<file path="src/rtl/input_conditioner.sv">
// Player-input front end: merges PS/2 key events with MiSTer joystick words,
// cancels opposing directions and stretches coin presses into fixed pulses.
module input_conditioner #(
    parameter int COIN_CYCLES = 4800000
) (
    input  logic        clk_sys,
    input  logic        RESET,
    input  logic [10:0] ps2_key,
    input  logic [10:0] joystick_0,
    input  logic [10:0] joystick_1,
    output logic [3:0]  p1_dir,
    output logic [3:0]  p2_dir,
    output logic [2:0]  p1_buttons,
    output logic [2:0]  p2_buttons,
    output logic        p1_start,
    output logic        p2_start,
    output logic        p1_pause,
    output logic        p2_pause,
    output logic        p1_coin,
    output logic        p2_coin,
    output logic [1:0]  service
);

    localparam int CNT_W = 23;
    localparam logic [CNT_W-1:0] COIN_LOAD = CNT_W'(COIN_CYCLES - 1);

    // Control bit positions, shared by the joystick word and the key latches
    localparam int J_R     = 0;
    localparam int J_L     = 1;
    localparam int J_D     = 2;
    localparam int J_U     = 3;
    localparam int J_B1    = 4;
    localparam int J_B2    = 5;
    localparam int J_B3    = 6;
    localparam int J_START = 7;
    localparam int J_COIN  = 8;
    localparam int J_PAUSE = 9;

    typedef enum logic {
        COIN_IDLE  = 1'b0,
        COIN_PULSE = 1'b1
    } coin_state_t;

    // Input is {up, down, left, right}; a pressed opposing pair reads as neither.
    function automatic logic [3:0] cancel_opposing(input logic [3:0] udlr);
        logic [3:0] res;
        res = udlr;
        if (udlr[3] && udlr[2]) res[3:2] = 2'b00;
        if (udlr[1] && udlr[0]) res[1:0] = 2'b00;
        return res;
    endfunction

    logic        tog_q, tog_d;
    logic        primed_q, primed_d;
    logic        key_evt;
    logic [9:0]  p1_key_q, p1_key_d;
    logic [8:0]  p2_key_q, p2_key_d;
    logic [1:0]  svc_key_q, svc_key_d;
    logic [9:0]  joy0_q, joy0_d;
    logic [9:0]  joy1_q, joy1_d;

    logic [9:0]  p1_raw, p2_raw;
    logic [3:0]  p1_dir_q, p1_dir_d, p2_dir_q, p2_dir_d;
    logic [2:0]  p1_btn_q, p1_btn_d, p2_btn_q, p2_btn_d;
    logic        p1_start_q, p1_start_d, p2_start_q, p2_start_d;
    logic        p1_pause_q, p1_pause_d, p2_pause_q, p2_pause_d;
    logic [1:0]  service_q, service_d;
    logic [1:0]  coin_src_q, coin_src_d;
    logic [1:0]  coin_src_prev_q, coin_src_prev_d;

    coin_state_t          coin_state_q [2];
    coin_state_t          coin_state_d [2];
    logic [CNT_W-1:0]     coin_cnt_q   [2];
    logic [CNT_W-1:0]     coin_cnt_d   [2];

    logic unused_inputs;
    assign unused_inputs = ^{ps2_key[8], joystick_0[10], joystick_1[10]};

    // Stage 1: key event detect / latch and joystick capture
    always_comb begin
        tog_d     = ps2_key[10];
        primed_d  = 1'b1;
        key_evt   = primed_q && (ps2_key[10] != tog_q);
        p1_key_d  = p1_key_q;
        p2_key_d  = p2_key_q;
        svc_key_d = svc_key_q;
        joy0_d    = joystick_0[9:0];
        joy1_d    = joystick_1[9:0];
        if (key_evt) begin
            case (ps2_key[7:0])
                8'h75: p1_key_d[J_U]     = ps2_key[9];
                8'h72: p1_key_d[J_D]     = ps2_key[9];
                8'h6B: p1_key_d[J_L]     = ps2_key[9];
                8'h74: p1_key_d[J_R]     = ps2_key[9];
                8'h14: p1_key_d[J_B1]    = ps2_key[9];
                8'h11: p1_key_d[J_B2]    = ps2_key[9];
                8'h29: p1_key_d[J_B3]    = ps2_key[9];
                8'h16: p1_key_d[J_START] = ps2_key[9];
                8'h2E: p1_key_d[J_COIN]  = ps2_key[9];
                8'h4D: p1_key_d[J_PAUSE] = ps2_key[9];
                8'h2D: p2_key_d[J_U]     = ps2_key[9];
                8'h2B: p2_key_d[J_D]     = ps2_key[9];
                8'h23: p2_key_d[J_L]     = ps2_key[9];
                8'h34: p2_key_d[J_R]     = ps2_key[9];
                8'h1C: p2_key_d[J_B1]    = ps2_key[9];
                8'h1B: p2_key_d[J_B2]    = ps2_key[9];
                8'h15: p2_key_d[J_B3]    = ps2_key[9];
                8'h1E: p2_key_d[J_START] = ps2_key[9];
                8'h36: p2_key_d[J_COIN]  = ps2_key[9];
                8'h46: svc_key_d[0]      = ps2_key[9];
                8'h45: svc_key_d[1]      = ps2_key[9];
                default: ;
            endcase
        end
    end

    // Stage 2: combine keys with joystick and register every output
    always_comb begin
        p1_raw          = p1_key_q | joy0_q;
        p2_raw          = {joy1_q[J_PAUSE], p2_key_q | joy1_q[8:0]};
        p1_dir_d        = cancel_opposing(p1_raw[J_U:J_R]);
        p2_dir_d        = cancel_opposing(p2_raw[J_U:J_R]);
        p1_btn_d        = p1_raw[J_B3:J_B1];
        p2_btn_d        = p2_raw[J_B3:J_B1];
        p1_start_d      = p1_raw[J_START];
        p2_start_d      = p2_raw[J_START];
        p1_pause_d      = p1_raw[J_PAUSE];
        p2_pause_d      = p2_raw[J_PAUSE];
        service_d       = svc_key_q;
        coin_src_d      = {p2_raw[J_COIN], p1_raw[J_COIN]};
        coin_src_prev_d = coin_src_q;
    end

    // Stage 3: coin stretchers, one per player; only a rise seen in IDLE starts a pulse
    always_comb begin
        for (int p = 0; p < 2; p++) begin
            coin_state_d[p] = coin_state_q[p];
            coin_cnt_d[p]   = coin_cnt_q[p];
            unique case (coin_state_q[p])
                COIN_IDLE: begin
                    if (coin_src_q[p] && !coin_src_prev_q[p]) begin
                        coin_state_d[p] = COIN_PULSE;
                        coin_cnt_d[p]   = COIN_LOAD;
                    end
                end
                COIN_PULSE: begin
                    if (coin_cnt_q[p] == '0) begin
                        coin_state_d[p] = COIN_IDLE;
                    end else begin
                        coin_cnt_d[p] = coin_cnt_q[p] - CNT_W'(1);
                    end
                end
                default: coin_state_d[p] = COIN_IDLE;
            endcase
        end
    end

    always_ff @(posedge clk_sys or posedge RESET) begin
        if (RESET) begin
            tog_q           <= 1'b0;
            primed_q        <= 1'b0;
            p1_key_q        <= '0;
            p2_key_q        <= '0;
            svc_key_q       <= '0;
            joy0_q          <= '0;
            joy1_q          <= '0;
            p1_dir_q        <= '0;
            p2_dir_q        <= '0;
            p1_btn_q        <= '0;
            p2_btn_q        <= '0;
            p1_start_q      <= 1'b0;
            p2_start_q      <= 1'b0;
            p1_pause_q      <= 1'b0;
            p2_pause_q      <= 1'b0;
            service_q       <= '0;
            coin_src_q      <= '0;
            coin_src_prev_q <= '0;
            coin_state_q[0] <= COIN_IDLE;
            coin_state_q[1] <= COIN_IDLE;
            coin_cnt_q[0]   <= '0;
            coin_cnt_q[1]   <= '0;
        end else begin
            tog_q           <= tog_d;
            primed_q        <= primed_d;
            p1_key_q        <= p1_key_d;
            p2_key_q        <= p2_key_d;
            svc_key_q       <= svc_key_d;
            joy0_q          <= joy0_d;
            joy1_q          <= joy1_d;
            p1_dir_q        <= p1_dir_d;
            p2_dir_q        <= p2_dir_d;
            p1_btn_q        <= p1_btn_d;
            p2_btn_q        <= p2_btn_d;
            p1_start_q      <= p1_start_d;
            p2_start_q      <= p2_start_d;
            p1_pause_q      <= p1_pause_d;
            p2_pause_q      <= p2_pause_d;
            service_q       <= service_d;
            coin_src_q      <= coin_src_d;
            coin_src_prev_q <= coin_src_prev_d;
            coin_state_q[0] <= coin_state_d[0];
            coin_state_q[1] <= coin_state_d[1];
            coin_cnt_q[0]   <= coin_cnt_d[0];
            coin_cnt_q[1]   <= coin_cnt_d[1];
        end
    end

    assign p1_dir     = p1_dir_q;
    assign p2_dir     = p2_dir_q;
    assign p1_buttons = p1_btn_q;
    assign p2_buttons = p2_btn_q;
    assign p1_start   = p1_start_q;
    assign p2_start   = p2_start_q;
    assign p1_pause   = p1_pause_q;
    assign p2_pause   = p2_pause_q;
    assign service    = service_q;
    assign p1_coin    = (coin_state_q[0] == COIN_PULSE);
    assign p2_coin    = (coin_state_q[1] == COIN_PULSE);

endmodule

</file>
<file path="config.mk">
export PLATFORM = sky130hd
export DESIGN_NAME = input_conditioner
export DESIGN_NICKNAME = d
export VERILOG_FILES = /design/src/rtl/input_conditioner.sv
export SDC_FILE = /design/constraint.sdc
export NUM_CORES = 1
export LEC_CHECK = 0
export ABC_CLOCK_PERIOD_IN_PS = 10100
export CAP_MARGIN = 5
export CORE_AREA = 2 2 80 112
export DETAILED_ROUTE_END_ITERATION = 10
export DIE_AREA = 0 0 82 114
export GPL_TIMING_DRIVEN = 0
export PLACE_DENSITY = 0.83
export REMOVE_ABC_BUFFERS = 1
export SLEW_MARGIN = 5
export SYNTH_ARGS = -nofsm -noshare
export SYNTH_HDL_FRONTEND = slang
export SYNTH_SLANG_ARGS = --single-unit
export TNS_END_PERCENT = 1
</file>
<file path="constraint.sdc">
create_clock -name clk_sys -period 10.1 [get_ports clk_sys]
set_input_delay 1.01 -clock clk_sys [delete_from_list [all_inputs] [get_ports clk_sys]]
set_output_delay 1.01 -clock clk_sys [all_outputs]
set_load 0.05 [all_outputs]
</file>
==> results of run 1 <==
-- worst min-delay path by stage --
stage,cells past startpoint,endpoint
6_report,0,p2_pause
5_1_grt,0,p2_pause
4_1_cts,0,p2_pause
3_5_place_dp,0,p2_pause
3_3_place_gp,0,p2_pause
2_1_floorplan,0,p2_pause
-- synth_stat cells (5+ instances only) --
master      n  area [um2]
dfrtp_1   115        2878
nand2_1    45       168.9
nor2_1     30       112.6
nor3_1     23       115.1
mux2_2     22       247.7
nand3_1    17       85.08
or2_2      13       81.33
o21ai_0    12       60.06
a21oi_1    11       55.05
clkbuf_1   11       41.29
xnor2_1    10       87.58
nor4_1      9       56.30
or3_1       9       56.30
inv_1       7       26.28
mux2i_1     7       70.07
o31ai_1     7       52.55
nand4_1     6       37.54
nor4b_1     6       52.55
xor2_1      5       43.79
-- per-stage QoR --
step | hold slack [ns] | instance area (um2) | instances | worst slack (ns)
after detailed placement | 0.3434 | 5504 | 574 | 6.965
after global placement | 0.3346 | 5474 | 573 | 4.661
after floorplan | 0.3312 | 4812 | 415 | 6.046
final | 0.3518 | 6140 | 606 | 7.101
after CTS | 0.3549 | 6140 | 606 | 7.095
after global routing | 0.3570 | 6140 | 606 | 7.019
-- where the power goes --
part	switching (W)	leakage (nW)	internal, W	total, W
sequential	0.0000501	1.39	0.000509	0.000559
clock	0.000210	0.303	0.000426	0.000635
combinational	0.0000866	0.833	0.0000728	0.000159
-- logic make-up after synthesis --
kind of cell | count (synthesis) | synth area share (%)
AND/OR/NAND/NOR | 195 | 22.17
flip-flops | 115 | 59.16
buffers and inverters | 19 | 1.620
AO/OA/AOI/OAI | 50 | 6.919
other | 1 | 0.07709
XOR/XNOR | 15 | 2.700
adder cells (fa/ha/maj) | 2 | 0.5143
multiplexers | 30 | 6.842
-- layout make-up --
class / instances / area, um2
clock inverter: 12 / 178.9
multi-input combinational: 293 / 1908
inverter: 7 / 28.78
clock buffer: 20 / 456.7
sequential: 115 / 2878
timing repair buffer: 54 / 558.0
fill: 543 / 2268
tap: 105 / 131.4
-- registers in the layout, summed over array words and instances, names as in the netlist, 3 cells and up --
register and flops:
coin_cnt_q 46, joy1_q 10, p2_buttons 3, joy0_q 10
p1_buttons 3, p2_key_q 9, p1_key_q 10, p1_dir 4
p2_dir 4
-- per-layer routing --
layer / wire [um] / global-route usage [%] / vias up
li1: - / - / 1661
met1: 4029 / 28.87 / 1753
met2: 5403 / 41.03 / 107
met3: 486 / 7.358 / 22
met4: 241 / 11.56 / 0
met5: 0 / 0 / -
-- placed cells by master (no fill, tap or decap), types with 3 or more instances in the layout --
master             n
o31ai_1            7
nor4b_1            6
nand4_1            6
nand3_1           17
a31oi_1            3
clkinvlp_4         3
or4_1              4
bufinv_16          4
a211oi_1           3
or2_2             13
xor2_1             5
mux2_2            22
clkbuf_16         17
clkdlybuf4s50_1   53
dfrtp_1          115
or3b_2             3
nor2_1            30
o21ai_0           12
nand2_1           45
o21a_1             4
nor3_1            23
a21oi_1           11
nor4_1             9
or3_1              9
nor3b_1            3
inv_1              6
mux2i_1            7
nand2b_1           3
xnor2_1           10
-- worst register-to-register path, delay by kind of cell (launching register included) --
kind,cells,cell delay (ns)
AOI/OAI and AO/OA,1,0.62
DFF,1,0.40
muxes,1,0.28
and+or+nand+nor,3,1.19
==> flow_metrics.py, run 1 <==
metrics = {
    "outcome": {
        "status": "completed",
    },
    "drt": {
        "firstDrtPassIters": 4,
        "drt_iter0_markers": 260,
        "vias": 3543,
        "wirelength_um": 10160,
        "postRouteAntennaNets": 0,
        "drc_errors": 0,
        "routedWlPerCell_um": 16.77,
        "viasPerCell": 5.847,
    },
    "finish": {
        "fin_util_pct": 73.02,
        "drive_gt1_share_pct": 17.56,
        "n_antenna_cell": 0,
        "final_nets": 525,
        "syn2layout_area_growth_pct": 26.21,
    },
    "timing": {
        "final-hold-violation-count": 0,
        "period_share_pct": 29.69,
        "relSlewSlack_pct": 48.53,
        "tns_ns": 0,
        "fin_crit_ns": 2.999,
        "fin_worst_skew_ns": 0.006154,
        "setup_viol": 0,
        "rsz0062_at_grt": "false",
        "worst_pin_slew_ns": 0.7704,
        "fmax_mhz": 333.5,
        "maxSlewViolCount": 0,
    },
    "clock_network": {
        "cts_buffers": 17,
        "hold_buffers": 0,
        "cts_resized": 0,
        "cts_max_level": 4,
        "cts.clk_slew.worst_paths_ns": 0.05,
        "clkLatencyLatePin_ns": 0.41,
        "root_buffer": "clkbuf_16",
        "cts_setup_buffers": 0,
        "clk_path_buf_depth": 2,
        "cts.sinks": 115,
        "cts_tree": "done",
    },
    "worst_setup_path": {
        "setup.worst_path.start": "p2_coin",
        "worstPathArrival_ns": 1.99,
        "crit_required_ns": 9.09,
        "r2r_end": "coin_cnt_q[0]",
        "critPathMaxStageDelay_ns": 0.91,
        "cp_cell_sequence": "clkdlybuf4s50_1",
        "crit_cells": 1,
        "r2r_cells": 5,
        "endpoint": "p2_coin",
        "path_buf_inv": 1,
        "worstPathMaxFanout": 15,
        "ff2ff_setup_slack_ns": 7.49,
        "start_kind": "register",
        "path_class": "reg2out",
        "endpoint_kind": "output port",
        "cp_top_family": "buffers and inverters",
        "rr_startpoint": "coin_cnt_q[14]",
        "slowest_stage": "clkdlybuf4s50_1",
    },
    "placed_design": {
        "port_buffers": 53,
        "dp_hpwl_um": 6416,
        "gp_congestion": 0.8536,
    },
    "power": {
        "vdd_drop_max_v": 0.0001676,
        "p_total_w": 0.001354,
        "p_per_area_nw_per_um2": 220.5,
        "leakagePower_nw": 2.521,
    },
    "worst_hold_path": {
        "min_path_type": "reg2reg",
        "hp-start": "joy1_q[9]",
    },
    "global_routing": {
        "grt_max_degree": 61,
        "grt_antenna_before_repair": 0,
        "grt_pass1_wl_um": 17080,
        "grt_overflow": 0,
        "grt_usage_pct": 24.67,
        "grt_pass1_vias": 3632,
    },
    "synth": {
        "synth-seq-cells": 115,
        "synth_area_um2": 4865,
        "ys_seq_area_share_pct": 59.16,
        "ys_warn_count": 0,
        "synth_ff_type": "dfrtp_1",
        "yosysUniqueCellTypes": 56,
        "syn_inst": 427,
        "synthArstFlopShare_pct": 100.0,
        "synth_edf_count": 0,
        "synth_area_per_cell_um2": 11.39,
    },
    "die": {
        "num_rows": 40,
        "die_w_um": 82,
        "core_area_um2": 8408,
        "pin_count": 57,
        "start_util_pct": 57.86,
        "dieArea_um2": 9348,
        "dieHeight_um": 114,
    },
    "job": {
        "max_cap_viol_count": 0,
    },
}
No activity file was read; power rests on OpenSTA's default activity.
==> inputs of run 2 (changes only) <==
--- a/config.mk
+++ b/config.mk
@@ -5,13 +5,13 @@
 export SDC_FILE = /design/constraint.sdc
 export NUM_CORES = 1
 export LEC_CHECK = 0
-export ABC_CLOCK_PERIOD_IN_PS = 10100
+export ABC_CLOCK_PERIOD_IN_PS = 2700
 export CAP_MARGIN = 5
-export CORE_AREA = 2 2 80 112
+export CORE_AREA = 2 2 87 122
 export DETAILED_ROUTE_END_ITERATION = 10
-export DIE_AREA = 0 0 82 114
+export DIE_AREA = 0 0 89 124
 export GPL_TIMING_DRIVEN = 0
-export PLACE_DENSITY = 0.83
+export PLACE_DENSITY = 0.74
 export REMOVE_ABC_BUFFERS = 1
 export SLEW_MARGIN = 5
 export SYNTH_ARGS = -nofsm -noshare
==> constraint.sdc (replaced) <==
create_clock -name clk_sys -period 2.7 [get_ports clk_sys]
set_input_delay 0.27 -clock clk_sys [delete_from_list [all_inputs] [get_ports clk_sys]]
set_output_delay 0.27 -clock clk_sys [all_outputs]
set_load 0.05 [all_outputs]
==> run 2 against run 1 <==
Worst setup slack got worse by 6.9 ns. Non-clock buffer count did not move. First-iteration DRC count is 15% lower. Register-to-register slack worse by 7.3 ns. Sequential cell count stayed put. Worst hold slack worse by 0.060 ns. Final cell count grew 4.8%. Via count is 2.1% lower. Critical path type is now reg2reg. Critical endpoint is now coin_cnt_q[0].
==> flow_metrics.py, run 2 (same netlist as run 1, synthesis figures left out) <==
metrics = {
    "finish": {
        "stdcell_count": 635,
        "largest_reg_flops": 46,
        "final_nets": 525,
        "final_cell_mix": "dfrtp_1, clkdlybuf4s50_1, nand2_1",
        "layout_commonest_cell": "dfrtp_1",
        "n_antenna_cell": 0,
        "fin_util_pct": 61.87,
        "drive_gt1_share_pct": 17.60,
        "regMostFlops": "coin_cnt_q",
        "syn2layout_area_growth_pct": 25.90,
    },
    "placed_design": {
        "gp_congestion": 0.8089,
        "dp_hpwl_um": 6228,
        "dp_cells": 604,
        "port_buffers": 53,
    },
    "drt": {
        "vias": 3467,
        "drt_iter0_markers": 220,
        "postRouteAntennaNets": 0,
        "firstDrtPassIters": 4,
        "wirelength_um": 9488,
        "viasPerCell": 5.460,
        "drc_errors": 0,
        "routedWlPerCell_um": 14.94,
    },
    "worst_setup_path": {
        "cp_top_family": "simple AND/OR/NAND/NOR gates",
        "slowest_stage": "o31ai_4",
        "r2r_end": "coin_cnt_q[0]",
        "r2r_cells": 5,
        "worstPathMaxFanout": 16,
        "endpoint_kind": "register",
        "start_kind": "register",
        "endpoint": "coin_cnt_q[0]",
        "setup.worst_path.start": "coin_cnt_q[19]",
        "rr_startpoint": "coin_cnt_q[19]",
        "cpMostUsedCell": "or4_4",
        "cp_cell_sequence": "or4_4, or4_4, o31ai_4, nand2_2, mux2_4",
        "path_class": "reg2reg",
        "crit_required_ns": 2.99,
        "ff2ff_setup_slack_ns": 0.15,
        "critPathMaxStageDelay_ns": 0.59,
        "crit_cells": 5,
        "worstPathArrival_ns": 2.84,
        "path_buf_inv": 0,
    },
    "timing": {
        "period_share_pct": 94.34,
        "setup_viol": 0,
        "fin_crit_ns": 2.547,
        "relSlewSlack_pct": 46.84,
        "fin_worst_skew_ns": 0.006459,
        "fmax_mhz": 392.6,
        "maxSlewViolCount": 0,
        "tns_ns": 0,
        "rsz0062_at_grt": "false",
        "final-hold-violation-count": 0,
        "worst_pin_slew_ns": 0.7957,
    },
    "die": {
        "dieHeight_um": 124,
        "pin_count": 57,
        "num_rows": 43,
        "start_util_pct": 49.14,
        "dieArea_um2": 11040,
        "core_area_um2": 9899,
        "die_w_um": 89,
    },
    "clock_network": {
        "cts_resized": 0,
        "cts_tree": "done",
        "cts_buffers": 17,
        "root_buffer": "clkbuf_16",
        "cts.sinks": 115,
        "clk_path_buf_depth": 2,
        "clkLatencyLatePin_ns": 0.41,
        "cts.clk_slew.worst_paths_ns": 0.06,
        "cts_setup_buffers": 0,
        "hold_buffers": 0,
        "cts_max_level": 4,
    },
    "global_routing": {
        "grt_antenna_before_repair": 0,
        "grt_max_degree": 61,
        "grt_pass1_vias": 3549,
        "grt_pass1_wl_um": 16130,
        "grt_overflow": 0,
        "grt_usage_pct": 19.26,
    },
    "power": {
        "vdd_drop_max_v": 0.0006031,
        "p_total_w": 0.004858,
        "p_per_area_nw_per_um2": 793.2,
        "leakagePower_nw": 2.487,
    },
    "worst_hold_path": {
        "min_path_type": "in2async",
    },
    "job": {
        "max_cap_viol_count": 0,
    },
    "outcome": {
        "status": "completed",
    },
}
==> run 2: cell type report <==
class                           count  area [um2]
Fill cell                         796        3775
Timing Repair Buffer               54       558.0
Multi-Input combinational cell    293        1908
Inverter                            7       31.28
Tap cell                          135       168.9
Clock buffer                       17       425.4
Clock inverter                     14       155.1
Sequential cell                   115        2878
==> run 2: worst min path at each step <==
stage,slack [ns],endpoint,cells past startpoint
2_1_floorplan,0.30,joy0_q[0],0
3_3_place_gp,0.33,p2_pause,0
3_5_place_dp,0.34,p2_pause,0
4_1_cts,0.28,joy1_q[6],1
5_1_grt,0.28,joy0_q[7],1
6_report,0.29,p2_key_q[4],2
==> run 2: where the power goes <==
| part | switching [W] | total (W) | internal, W | leakage, nW |
|---|---|---|---|---|
| Clock | 0.000820 | 0.00218 | 0.00136 | 0.269 |
| Combinational | 0.000317 | 0.000589 | 0.000272 | 0.833 |
| Sequential | 0.000185 | 0.00209 | 0.00190 | 1.39 |
==> run 2: layer usage <==
layer | up-vias | GRT usage [%] | part of all wire, %
met5 | - | 0 | 0
met4 | 0 | 9.608 | 2.4
met3 | 18 | 5.898 | 3.7
met2 | 85 | 31.62 | 51
met1 | 1707 | 22.75 | 43
li1 | 1657 | - | -
==> run 2: through the flow <==
stage                     instance area (um2)  setup slack [ns]  hold WS [ns]
after CTS                                6125            0.1449        0.2775
after detailed placement                 5544            0.1728        0.3370
after global placement                   5512            -2.127        0.3329
after global routing                     6125           0.06098        0.2813
after floorplan                          4812           -0.6141        0.3014
final                                    6125            0.1529        0.2915
==> inputs of run 3 (changes only) <==
--- a/config.mk
+++ b/config.mk
@@ -5,13 +5,13 @@
 export SDC_FILE = /design/constraint.sdc
 export NUM_CORES = 1
 export LEC_CHECK = 0
-export ABC_CLOCK_PERIOD_IN_PS = 2700
+export ABC_CLOCK_PERIOD_IN_PS = 2400
 export CAP_MARGIN = 5
-export CORE_AREA = 2 2 87 122
+export CORE_AREA = 2 2 83 117
 export DETAILED_ROUTE_END_ITERATION = 10
-export DIE_AREA = 0 0 89 124
+export DIE_AREA = 0 0 85 119
 export GPL_TIMING_DRIVEN = 0
-export PLACE_DENSITY = 0.74
+export PLACE_DENSITY = 0.77
 export REMOVE_ABC_BUFFERS = 1
 export SLEW_MARGIN = 5
 export SYNTH_ARGS = -nofsm -noshare
==> constraint.sdc (replaced) <==
create_clock -name clk_sys -period 2.4 [get_ports clk_sys]
set_input_delay 0.24 -clock clk_sys [delete_from_list [all_inputs] [get_ports clk_sys]]
set_output_delay 0.24 -clock clk_sys [all_outputs]
set_load 0.05 [all_outputs]
==> run 3 against run 2 <==
Final cell count is 3.5% lower. Die area is 8.3% lower. Worst hold slack worse by 0.045 ns. Core utilization is 5.2 points higher. Wire length is 6.3% higher. Critical path depth is 1 higher. Clock-buffer cell count is 1 higher. Combinational power is 17% higher. Fmax is 11% higher. Clock power is 19% higher. Largest power group unchanged.
==> flow_metrics.py, run 3 (same netlist as run 1, synthesis figures left out) <==
metrics = {
    "worst_setup_path": {
        "setup.worst_path.start": "coin_cnt_q[13]",
        "r2r_cells": 6,
        "r2r_end": "coin_cnt_q[0]",
        "start_kind": "register",
        "path_class": "reg2reg",
        "crit_required_ns": 2.69,
        "endpoint": "coin_cnt_q[0]",
        "worstPathMaxFanout": 5,
        "worstPathArrival_ns": 2.59,
        "rr_startpoint": "coin_cnt_q[13]",
        "ff2ff_setup_slack_ns": 0.1,
        "endpoint_kind": "register",
    },
    "clock_network": {
        "clk_path_buf_depth": 2,
        "cts.sinks": 115,
        "cts_tree": "done",
        "cts_buffers": 17,
        "cts.clk_slew.worst_paths_ns": 0.05,
        "root_buffer": "clkbuf_16",
        "clkLatencyLatePin_ns": 0.40,
        "cts_max_level": 4,
    },
    "power": {
        "swShare_pct": 25.87,
        "p_per_area_nw_per_um2": 916.7,
        "power.switching_w": 0.001462,
        "p_total_w": 0.005650,
        "comb_power_share_pct": 12.2,
        "clockPowerShare_pct": 46.0,
        "p_int_w": 0.004188,
        "leakagePower_nw": 2.532,
        "seqPwrFrac_pct": 41.7,
        "vdd_drop_max_v": 0.0006469,
    },
    "timing": {
        "relSlewSlack_pct": 43.86,
        "rsz0062_at_grt": "true",
        "layout_setup_ws_ns": 0.09716,
        "fin_crit_ns": 2.303,
        "fin_worst_skew_ns": 0.004996,
        "maxSlewViolCount": 0,
        "fmax_mhz": 434.2,
        "final-hold-violation-count": 0,
        "setup_viol": 0,
        "worst_pin_slew_ns": 0.8344,
        "period_share_pct": 95.95,
    },
    "placed_design": {
        "dp_cells": 579,
        "pre_cts_ws_ns": -0.1450,
        "gp_congestion": 0.8230,
        "port_buffers": 53,
        "dp_hpwl_um": 6327,
    },
    "global_routing": {
        "grt_overflow": 0,
        "grt_pass1_vias": 3652,
        "grt_pass1_wl_um": 17130,
        "grt_max_degree": 74,
        "grt_antenna_before_repair": 0,
        "grt_usage_pct": 21.54,
    },
    "drt": {
        "firstDrtPassIters": 5,
        "routedWlPerCell_um": 16.45,
        "drt_iter0_markers": 290,
        "highest_layer": "met4",
        "wirelength_um": 10080,
        "postRouteAntennaNets": 0,
        "viasPerCell": 5.777,
        "dr_wl_met2_um": 5553,
        "dr_wl_met3_um": 424,
        "wl_met1_um": 3986,
        "drc_errors": 0,
        "vias": 3541,
    },
    "die": {
        "die_w_um": 85,
        "pin_count": 57,
        "dieArea_um2": 10120,
        "start_util_pct": 52.90,
        "num_rows": 42,
        "dieHeight_um": 119,
        "core_area_um2": 9196,
    },
    "finish": {
        "regMostFlops": "coin_cnt_q",
        "fin_util_pct": 67.02,
        "largest_reg_flops": 46,
        "n_antenna_cell": 0,
        "layout_commonest_cell": "dfrtp_1",
        "final_cell_mix": "dfrtp_1, clkdlybuf4s50_1, nand2_1",
        "syn2layout_area_growth_pct": 26.70,
        "stdcell_count": 613,
        "final_nets": 528,
        "fill_cells": 630,
        "drive_gt1_share_pct": 18.29,
    },
    "worst_hold_path": {
        "min_path_type": "in2async",
    },
    "job": {
        "max_cap_viol_count": 0,
    },
    "outcome": {
        "status": "completed",
    },
}
[run 3: cell type report]
class | instances | area, um2 | share of cell area (%)
Sequential cell | 115 | 2878 | 46.69
Multi-Input combinational cell | 293 | 1921 | 31.16
Timing Repair Buffer | 57 | 584.3 | 9.480
Clock buffer | 18 | 429.2 | 6.963
Clock inverter | 13 | 185.2 | 3.004
Tap cell | 110 | 137.6 | 2.233
Inverter | 7 | 28.78 | 0.4669
[run 3: power groups by stage]
stage                     combinational [W]  sequential [W]  clock (W)
after floorplan                    0.000400         0.00239          0
after CTS                          0.000692         0.00234    0.00263
after detailed placement           0.000672         0.00237          0
after global routing               0.000765         0.00238    0.00272
after global placement             0.000629         0.00236          0
final                              0.000691         0.00236    0.00260
[run 3: worst min path at each step]
| stage | startpoint | to | slack [ns] | cells past startpoint |
|---|---|---|---|---|
| 2_1_floorplan | joystick_0[0] | joy0_q[0] | 0.27 | 0 |
| 3_3_place_gp | joy1_q[9] | p2_pause | 0.33 | 0 |
| 3_5_place_dp | joy1_q[9] | p2_pause | 0.34 | 0 |
| 4_1_cts | RESET | p2_dir[0] | 0.26 | 2 |
| 5_1_grt | joystick_0[8] | joy0_q[8] | 0.26 | 1 |
| 6_report | RESET | coin_cnt_q[2] | 0.25 | 2 |
[run 3: per-stage QoR]
stage                TNS (ns)  hold WS (ns)  cell area [um2]
finish                      0        0.2470             6163
global route        -0.002117        0.2608             6163
CTS                         0        0.2599             6147
detailed placement    -0.6550        0.3418             5510
global placement      -262.85        0.3344             5480
floorplan             -101.67        0.2714             4812
[run 3: metal layers]
metal	global-route usage (%)	vias up
li1	-	1664
met3	6.584	12
met5	0	-
met2	37.45	99
met1	25.07	1766
met4	7.242	0
[run 3: timing repair]
action | 4_1_cts | 5_1_grt
resized for setup | 0 | 3
hold buffers | 0 | 0
endpoints found under the setup margin | 7 | 11
pin swaps | 1 | 1
setup buffers | 3 | 0
[run 3: critical path, stage by stage (launching register included)]
cell and delay [ns]:
dfrtp_1 0.41, or4_1 0.60, or3_4 0.43, o31ai_4 0.28, buf_6 0.16, nand2_2 0.05, mux2_4 0.26
